### src/rtl/mux4_rr_arbiter_pkg.sv
// Shared definitions for the 4-way round-robin mux arbiter.
// Requester count, select width and FSM state encoding.
package mux4_rr_arbiter_pkg;

  localparam int NUM_REQ = 4;
  localparam int SEL_W   = 2;

  typedef enum logic {
    ST_IDLE  = 1'b0,
    ST_GRANT = 1'b1
  } state_t;

endpackage

### src/rtl/mux4_rr_arbiter_if.sv
// Request/grant bundle between requesters and the arbiter.
// master = requester side, slave = arbiter side.
interface mux4_rr_arbiter_if;
  import mux4_rr_arbiter_pkg::*;

  logic [NUM_REQ-1:0] req;
  logic [SEL_W-1:0]   sel;
  logic [NUM_REQ-1:0] gnt;
  logic               out_valid;
  logic               busy;

  modport master (
    output req,
    input  sel, gnt, out_valid, busy
  );

  modport slave (
    input  req,
    output sel, gnt, out_valid, busy
  );

endinterface

### src/rtl/mux4_rr_arbiter_rr_pick4.sv
// Rotated priority scan: first set req after last, cyclically.
// Purely combinational.
module rr_pick4
  import mux4_rr_arbiter_pkg::*;
(
  input  logic [NUM_REQ-1:0] req,
  input  logic [SEL_W-1:0]   last,
  output logic               any,
  output logic [SEL_W-1:0]   win
);

  logic [2*NUM_REQ-1:0] dbl;
  logic [NUM_REQ-1:0]   rot;
  logic [SEL_W-1:0]     sh;
  logic [SEL_W-1:0]     off;

  // rotate so bit 0 is the requester right after last
  always_comb begin
    dbl = {req, req};
    sh  = last + SEL_W'(1);
    rot = NUM_REQ'(dbl >> sh);
    off = '0;
    priority case (1'b1)
      rot[0]:  off = SEL_W'(0);
      rot[1]:  off = SEL_W'(1);
      rot[2]:  off = SEL_W'(2);
      rot[3]:  off = SEL_W'(3);
      default: off = '0;
    endcase
  end

  assign any = |req;
  assign win = sh + off;

endmodule

### src/rtl/mux4_rr_arbiter.sv
// Round-robin arbiter driving the select of a 4:1 16-bit mux.
// Bounded hold per grant, one idle cycle between grants.
module mux4_rr_arbiter
  import mux4_rr_arbiter_pkg::*;
#(
  parameter int HOLD_CYC = 4,
  parameter int CNT_W    = 3
) (
  input logic               clk,
  input logic               rst_n,
  mux4_rr_arbiter_if.slave  bus
);

  state_t               state, state_d;
  logic [CNT_W-1:0]     cnt, cnt_d;
  logic [SEL_W-1:0]     last, last_d;
  logic [SEL_W-1:0]     sel_q, sel_d;
  logic [NUM_REQ-1:0]   gnt_q, gnt_d;
  logic                 any;
  logic [SEL_W-1:0]     win;
  logic                 rel;
  logic                 start;
  logic                 hold;

  rr_pick4 u_pick (
    .req  (bus.req),
    .last (last),
    .any  (any),
    .win  (win)
  );

  assign rel   = (cnt == CNT_W'(HOLD_CYC - 1)) || !bus.req[sel_q];
  assign start = (state == ST_IDLE) && any;
  assign hold  = (state == ST_GRANT) && !rel;

  always_ff @(posedge clk or negedge rst_n) begin
    if (!rst_n) begin
      state <= ST_IDLE;
      cnt   <= '0;
      last  <= SEL_W'(NUM_REQ - 1);
      sel_q <= '0;
      gnt_q <= '0;
    end else begin
      state <= state_d;
      cnt   <= cnt_d;
      last  <= last_d;
      sel_q <= sel_d;
      gnt_q <= gnt_d;
    end
  end

  always_comb begin
    state_d = state;
    unique case (state)
      ST_IDLE:  if (any) state_d = ST_GRANT;
      ST_GRANT: if (rel) state_d = ST_IDLE;
    endcase
  end

  // sel keeps its value in IDLE so the mux output never glitches
  always_comb begin
    cnt_d  = '0;
    last_d = last;
    sel_d  = sel_q;
    gnt_d  = '0;
    unique case (1'b1)
      start: begin
        gnt_d  = NUM_REQ'(1) << win;
        sel_d  = win;
        last_d = win;
      end
      hold: begin
        gnt_d = gnt_q;
        cnt_d = cnt + CNT_W'(1);
      end
      default: ;
    endcase
  end

  assign bus.sel       = sel_q;
  assign bus.gnt       = gnt_q;
  assign bus.out_valid = (state == ST_GRANT);
  assign bus.busy      = (state == ST_GRANT) || (|bus.req);

endmodule

### src/flat_wrapper.sv
// flat-port wrapper written by rule: the top's interface ports become plain ports
module mux4_rr_arbiter_flat import mux4_rr_arbiter_pkg::*;
#(
  parameter int HOLD_CYC = 4,
  parameter int CNT_W    = 3
)
  (clk, rst_n, bus_req, bus_sel, bus_gnt, bus_out_valid, bus_busy);
  mux4_rr_arbiter_if bus_i ();
  input logic clk;
  input logic rst_n;
  input wire logic [$bits(bus_i.req)-1:0] bus_req;
  output wire logic [$bits(bus_i.sel)-1:0] bus_sel;
  output wire logic [$bits(bus_i.gnt)-1:0] bus_gnt;
  output wire logic [$bits(bus_i.out_valid)-1:0] bus_out_valid;
  output wire logic [$bits(bus_i.busy)-1:0] bus_busy;
  assign bus_i.req = bus_req;
  assign bus_sel = bus_i.sel;
  assign bus_gnt = bus_i.gnt;
  assign bus_out_valid = bus_i.out_valid;
  assign bus_busy = bus_i.busy;
  mux4_rr_arbiter #(.HOLD_CYC(HOLD_CYC), .CNT_W(CNT_W)) u_core (.clk(clk), .rst_n(rst_n), .bus(bus_i));
endmodule
### config.mk
export PLATFORM = sky130hd
export DESIGN_NAME = mux4_rr_arbiter_flat
export DESIGN_NICKNAME = d
export VERILOG_FILES = /design/src/rtl/mux4_rr_arbiter_pkg.sv /design/src/rtl/mux4_rr_arbiter_if.sv /design/src/rtl/mux4_rr_arbiter_rr_pick4.sv /design/src/rtl/mux4_rr_arbiter.sv /design/src/flat_wrapper.sv
export SDC_FILE = /design/constraint.sdc
export NUM_CORES = 1
export LEC_CHECK = 0
export BUFFER_PORTS_ARGS = -buffer_cell sky130_fd_sc_hd__buf_2
export CAP_MARGIN = 15
export CORE_UTILIZATION = 58
export DETAILED_ROUTE_END_ITERATION = 10
export PLACE_DENSITY_LB_ADDON = 0.08
export SYNTH_ARGS = -nofsm -noshare
export SYNTH_HDL_FRONTEND = slang
export SYNTH_SLANG_ARGS = --single-unit
### constraint.sdc
create_clock -name clk -period 4.77 [get_ports clk]
set_input_delay 0.2385 -clock clk [delete_from_list [all_inputs] [get_ports clk]]
set_output_delay 0.2385 -clock clk [all_outputs]
set_load 0.01 [all_outputs]
# == After elaboration in Yosys (flattened, before gate mapping) ==
# Cells that the tools add are included.
# word_totals
reg_bits,12
input_bits,6
out_inout_bits,8
# op_classes
addsub,3
n_lt_le_gt_ge,1
n_eq_ne,1
n_shift,2
n_mux,11
n_bitwise,1
reduce_logical,7
# op_table
operator,n
two-way mux 2 bit,4
one-hot mux 4 bit (2 select lines),1
right shift 8 x 2 -> 4 bit,1
OR reduction 4 bit,1
left shift 1 x 2 -> 4 bit (first input constant),1
adder 3 x 1 -> 3 bit (second input constant),1
equality test 3 x 2 -> 1 bit (second input constant),1
less-than comparator 2 x 3 -> 1 bit (second input constant),1
two-way mux 1 bit,3
two-way mux 3 bit,1
adder 2 x 1 -> 2 bit (second input constant),1
adder 2 bit,1
binary-select mux 1 bit (select 2 bit),1
logical AND 1 bit,2
logical NOT 1 bit,2
logical OR 1 bit,2
one-hot mux 1 bit (2 select lines),1
NOT 1 bit,1

# == Longest topological paths before layout ==
# logic_depth
ltp_word,9
ltp_mapped,10

# == Cells and area by module ==
# Synthesis repeated with hierarchy kept, for this count alone.
# hier_totals
cells_unflattened,76
area_unflattened_um2,718.2
# by_module_without_submodules
module,n_inst,cells_each,area_per_inst_um2,seq_area_each_um2
mux4_rr_arbiter,1,44,511.7,302.8
rr_pick4,1,32,206.4,0.0

# == Worst setup path after synthesis ==
# OpenSTA, ideal clock, no wires.
# synth_path
path_kind,register to register
startpoint,register u_core.last[1]
endpoint,"register u_core.gnt_q[1], in the netlist u_core.bus.gnt[1]"
t_arrival_ns,2.066
t_required_ns,4.701
path_slack_ns,2.635
path_stages_with_launch,11
period_less_slack_ns,2.135
path_cell_list,dfstp_2 clkbuf_8 nand2_1 a21oi_1 a21oi_1 a21boi_0 ha_1 xnor3_4 nor4b_1 o21ai_0 nand3_1
# synth_between
elab_chain_cells,9
# synth_rtl
element,line_no,source
"start, declared",mux4_rr_arbiter.sv:16,"logic [SEL_W-1:0] last, last_d;"
"start signal, assigned",mux4_rr_arbiter.sv:40,last <= SEL_W'(NUM_REQ - 1);
"start signal, assigned",mux4_rr_arbiter.sv:46,last <= last_d;
adder 2 x 1 -> 2 bit *,mux4_rr_arbiter_rr_pick4.sv:20,sh = last + SEL_W'(1);
right shift 8 x 2 -> 4 bit,mux4_rr_arbiter_rr_pick4.sv:21,rot = NUM_REQ'(dbl >> sh);
two-way mux 2 bit (4 in series),mux4_rr_arbiter_rr_pick4.sv:23,priority case (1'b1)
adder 2 bit *,mux4_rr_arbiter_rr_pick4.sv:33,assign win = sh + off;
left shift 1 x 2 -> 4 bit *,mux4_rr_arbiter.sv:68,gnt_d = NUM_REQ'(1) << win;
one-hot mux 4 bit (2 select lines) *,mux4_rr_arbiter.sv:66,unique case (1'b1)
"end signal, assigned",mux4_rr_arbiter.sv:48,gnt_q <= gnt_d;
"end, declared",mux4_rr_arbiter.sv:18,"logic [NUM_REQ-1:0] gnt_q, gnt_d;"
# Mark *: on every way between the ends. The rest lies on a longest branch, timed or not.
# A chain may end at the register's enable or synchronous reset.

# == Worst setup path in the final report ==
# Same ends and word-level chain as after synthesis.

==> out/summary.md <==
The mean instance size in the synthesized netlist was 9.64 um^2. Buffers placed on the I/O ports in this run total 13. The floorplan step set the die width to 40.5 um. Among all flip-flop cells after synthesis, the most frequent one is sky130_fd_sc_hd__dfrtp_1. The clock input transition at the sequential cells of the worst setup and hold paths came out at 0.08 ns. The routed design could run at a clock period as short as 2.34 ns. Setup violations remaining at the end of the flow were counted as 0. Along the worst path, the maximum fanout reaches 11.

The run gives 3 as the total CTS buffers. The initial standard-cell utilization of the core is 0.644. The logs give 112 for the final net count and 13 for the pin count of the biggest net entering global routing. At the worst endpoint, the required time is 4.98 ns. The number of nets in the synthesized netlist is 98. The congestion estimate from routability-driven global placement came to 0.867.

Library cell used as clock root buffer: sky130_fd_sc_hd__clkbuf_4. Worst hold-check slack: 0.393 ns. The worst register-to-register path ends at u_core.bus.gnt[1]. The final route contains 719 vias. Type of the setup path with the least slack: flip-flop to flip-flop.

Leaving out fill and tap cells, the most frequent cell in the layout is sky130_fd_sc_hd__nand3_1. The tools report the met1 routing resource usage after global routing as 0.314. Data arrives at the worst endpoint at 2.55 ns.

Synthesis produced a netlist whose cell count is 89. The tools report the worst setup slack after placement as 2.46 ns. The run gives 0.444 nW as the leakage component of the power. The run gives 0.00354 ns as the setup skew after layout. The run gives 0.0167 as the met3 track demand over resource in global routing.

The run gives 2.43 ns as the worst setup slack for register-to-register paths. Counting along the longest clock path gives a buffer depth of 2. The cell class contributing the biggest share of worst-path delay was flip-flops. Counting flops and latches in the post-synthesis netlist gives 12. Setup repair after global routing left no endpoint under its margin.

In the layout the commonest cells are sky130_fd_sc_hd__nand3_1 (14), sky130_fd_sc_hd__buf_2 (13), sky130_fd_sc_hd__dfrtp_1 (10). The flow ran to the end, and the final reports show no timing, DRC or antenna violations. The sum of overflow across all layers after global routing is 0, and the aggregate global-route resource usage is 0.246. Y dimension of the die: 40.5 um. The number of vias per cell is 6.15, and the HPWL after detailed placement is 1230 um. The tools report the Yosys warning count as 0. The path class of the tightest hold or removal check is input port to asynchronous set/reset pin. The first global-routing pass estimated 2590 um of wire. TritonCTS built the clock tree. The tools report the mapped cell area as 858 um^2.

The tools report the via count of the first global-routing pass as 618. The run gives 35 as the count of unique library cells instantiated by Yosys. For the worst-skew pair, the clock arrives at the later sink with an insertion delay of 0.27 ns. Traced cell by cell, the critical path runs through nand2_1, a21oi_1, a21oi_1, a21boi_0, ha_1, xnor3_4, nor4b_1, o21ai_0, nand3_1.

The die covers 1640 um^2. The nature of the critical path startpoint is a flip-flop. Across the VDD grid, the largest voltage drop is 336 uV.

The clock drives 12 sinks. Compared with the post-synthesis result, the final layout area differs by 8.89%. The critical path buffer and inverter count is 0, and the count of cells along the worst register-to-register path is 9.

The worst reg2reg path startpoint is u_core.last[1]. The tools report the final-report max-slew violation count as 0. For the core area, the log shows 1330 um^2.

Max-cap violations in this run came to 0. 0 antenna diodes ended up in the layout. The final clock period utilization by the worst path was 0.490; the starting DRC count in detailed routing was 20.

After detailed routing, the average wire length per cell comes to 14.5 um. The run gives 4 as the number of detailed-route iterations in the first pass. The most prevalent standard cell on the critical path was sky130_fd_sc_hd__a21oi_1. The proportion of synthesized chip area in sequential cells is 0.353. The ratio of cells with drive above 1 in the final layout works out to 0.275. Met2 global-route usage: 0.425. For the number of H-tree levels, the log shows 1. The routing layer with the top usage in global route was met2. Dividing total power by cell area gives a power density of 657 nW/um^2. The I/O pin count is 14, and the hold violation total from the final report is 0. The initial antenna violation count was 0; the number of placement rows was 13. Post-route antenna net violation count: 0. The capturing element type of the critical path is a flip-flop. In this design, the stage delay of the slowest critical-path cell is 0.65 ns. The tools report the relative max-transition margin as 0.604.

The number of synthesized flops with an enable pin was 0; the DRC violation count after routing was 0. The run gives 428 MHz as the maximum clock rate. Number of instances resized during post-cts repair: 0. The worst path meets setup with 2.43 ns of slack. The largest individual stage delay along the critical path comes from the cell sky130_fd_sc_hd__dfstp_2.

The run gives 0 ns as the total negative setup slack. The timing startpoint of the critical path is u_core.last[1]. For the pin with the worst max-slew slack, the measured transition is 0.587 ns. The fraction of registers with async set/reset is 1.00. For the final wirelength, the log shows 1690 um.
-- worst register-to-register path, stage by stage, from the launching register on --
cell and delay [ns]:
sky130_fd_sc_hd__dfstp_2 0.65, sky130_fd_sc_hd__nand2_1 0.08, sky130_fd_sc_hd__a21oi_1 0.14, sky130_fd_sc_hd__a21oi_1 0.05, sky130_fd_sc_hd__a21boi_0 0.18, sky130_fd_sc_hd__ha_1 0.21
sky130_fd_sc_hd__xnor3_4 0.35, sky130_fd_sc_hd__nor4b_1 0.35, sky130_fd_sc_hd__o21ai_0 0.16, sky130_fd_sc_hd__nand3_1 0.11
-- cell families after synthesis --
family,after synthesis,share of synthesized area
AND/OR/NAND/NOR,42,0.278
buffers and inverters,8,0.0758
AO/OA/AOI/OAI,17,0.124
flip-flops,12,0.353
adder cells (fa/ha/maj),3,0.0437
multiplexers,5,0.0670
XOR/XNOR,2,0.0583
-- worst max path at each step --
stage	to	slack, ns	depth (start not counted)
2_1_floorplan	u_core.bus.gnt[1]	2.63	10
3_3_place_gp	u_core.bus.gnt[1]	2.54	9
3_5_place_dp	u_core.bus.gnt[1]	2.46	9
4_1_cts	u_core.bus.gnt[1]	2.45	9
5_1_grt	u_core.bus.gnt[1]	2.26	9
6_report	u_core.bus.gnt[1]	2.43	9
-- synth_stat cells, types with 3 or more instances --
library cell              instances  area share
sky130_fd_sc_hd__dfrtp_1         10        0.29
sky130_fd_sc_hd__ha_1             3       0.044
sky130_fd_sc_hd__inv_1            3       0.013
sky130_fd_sc_hd__nor2_1           3       0.013
sky130_fd_sc_hd__o21ai_0          6       0.035
sky130_fd_sc_hd__nand2_1          8       0.035
sky130_fd_sc_hd__a21oi_1          5       0.029
sky130_fd_sc_hd__nand3_1         14       0.082
-- repair_timing --
item	in CTS	in global routing
buffers inserted	0	0
endpoints found under the hold margin	10	0
hold buffers	1	0
-- final cells by class --
class / count / area [um^2]
Multi-Input combinational cell: 69 / 490
Fill cell: 113 / 399
Sequential cell: 12 / 303
Timing Repair Buffer: 14 / 75.1
Clock buffer: 4 / 36.3
Tap cell: 15 / 18.8
Inverter: 3 / 11.3
-- routing by layer --
metal | up-vias | share of wire
met4 | 0 | 0.018
met5 | - | 0
met3 | 5 | 0.041
li1 | 356 | -
met1 | 333 | 0.44
met2 | 25 | 0.50
-- flip-flops by register name (all words and copies together) (netlist names) --
| name | count |
|---|---|
| u_core.bus.gnt | 4 |
| u_core.bus.out_valid | 1 |
| u_core.bus.sel | 2 |
| u_core.cnt | 3 |
| u_core.last | 2 |
-- per-stage QoR --
step	total power, mW	instances	util	cell area (um^2)
after global placement	0.524	112	0.666	888
final	0.615	117	0.701	935
after floorplan	0.480	89	-	858
after CTS	0.615	117	0.701	935
after global routing	0.664	117	0.701	935
after detailed placement	0.532	112	0.666	888
-- power by group --
group	internal [mW]	switching, mW	total, mW
Clock	0.0464	0.0345	0.0809
Combinational	0.173	0.162	0.335
Sequential	0.151	0.0482	0.199
Total	0.370	0.244	0.615
No activity file was read; power rests on OpenSTA's default activity.
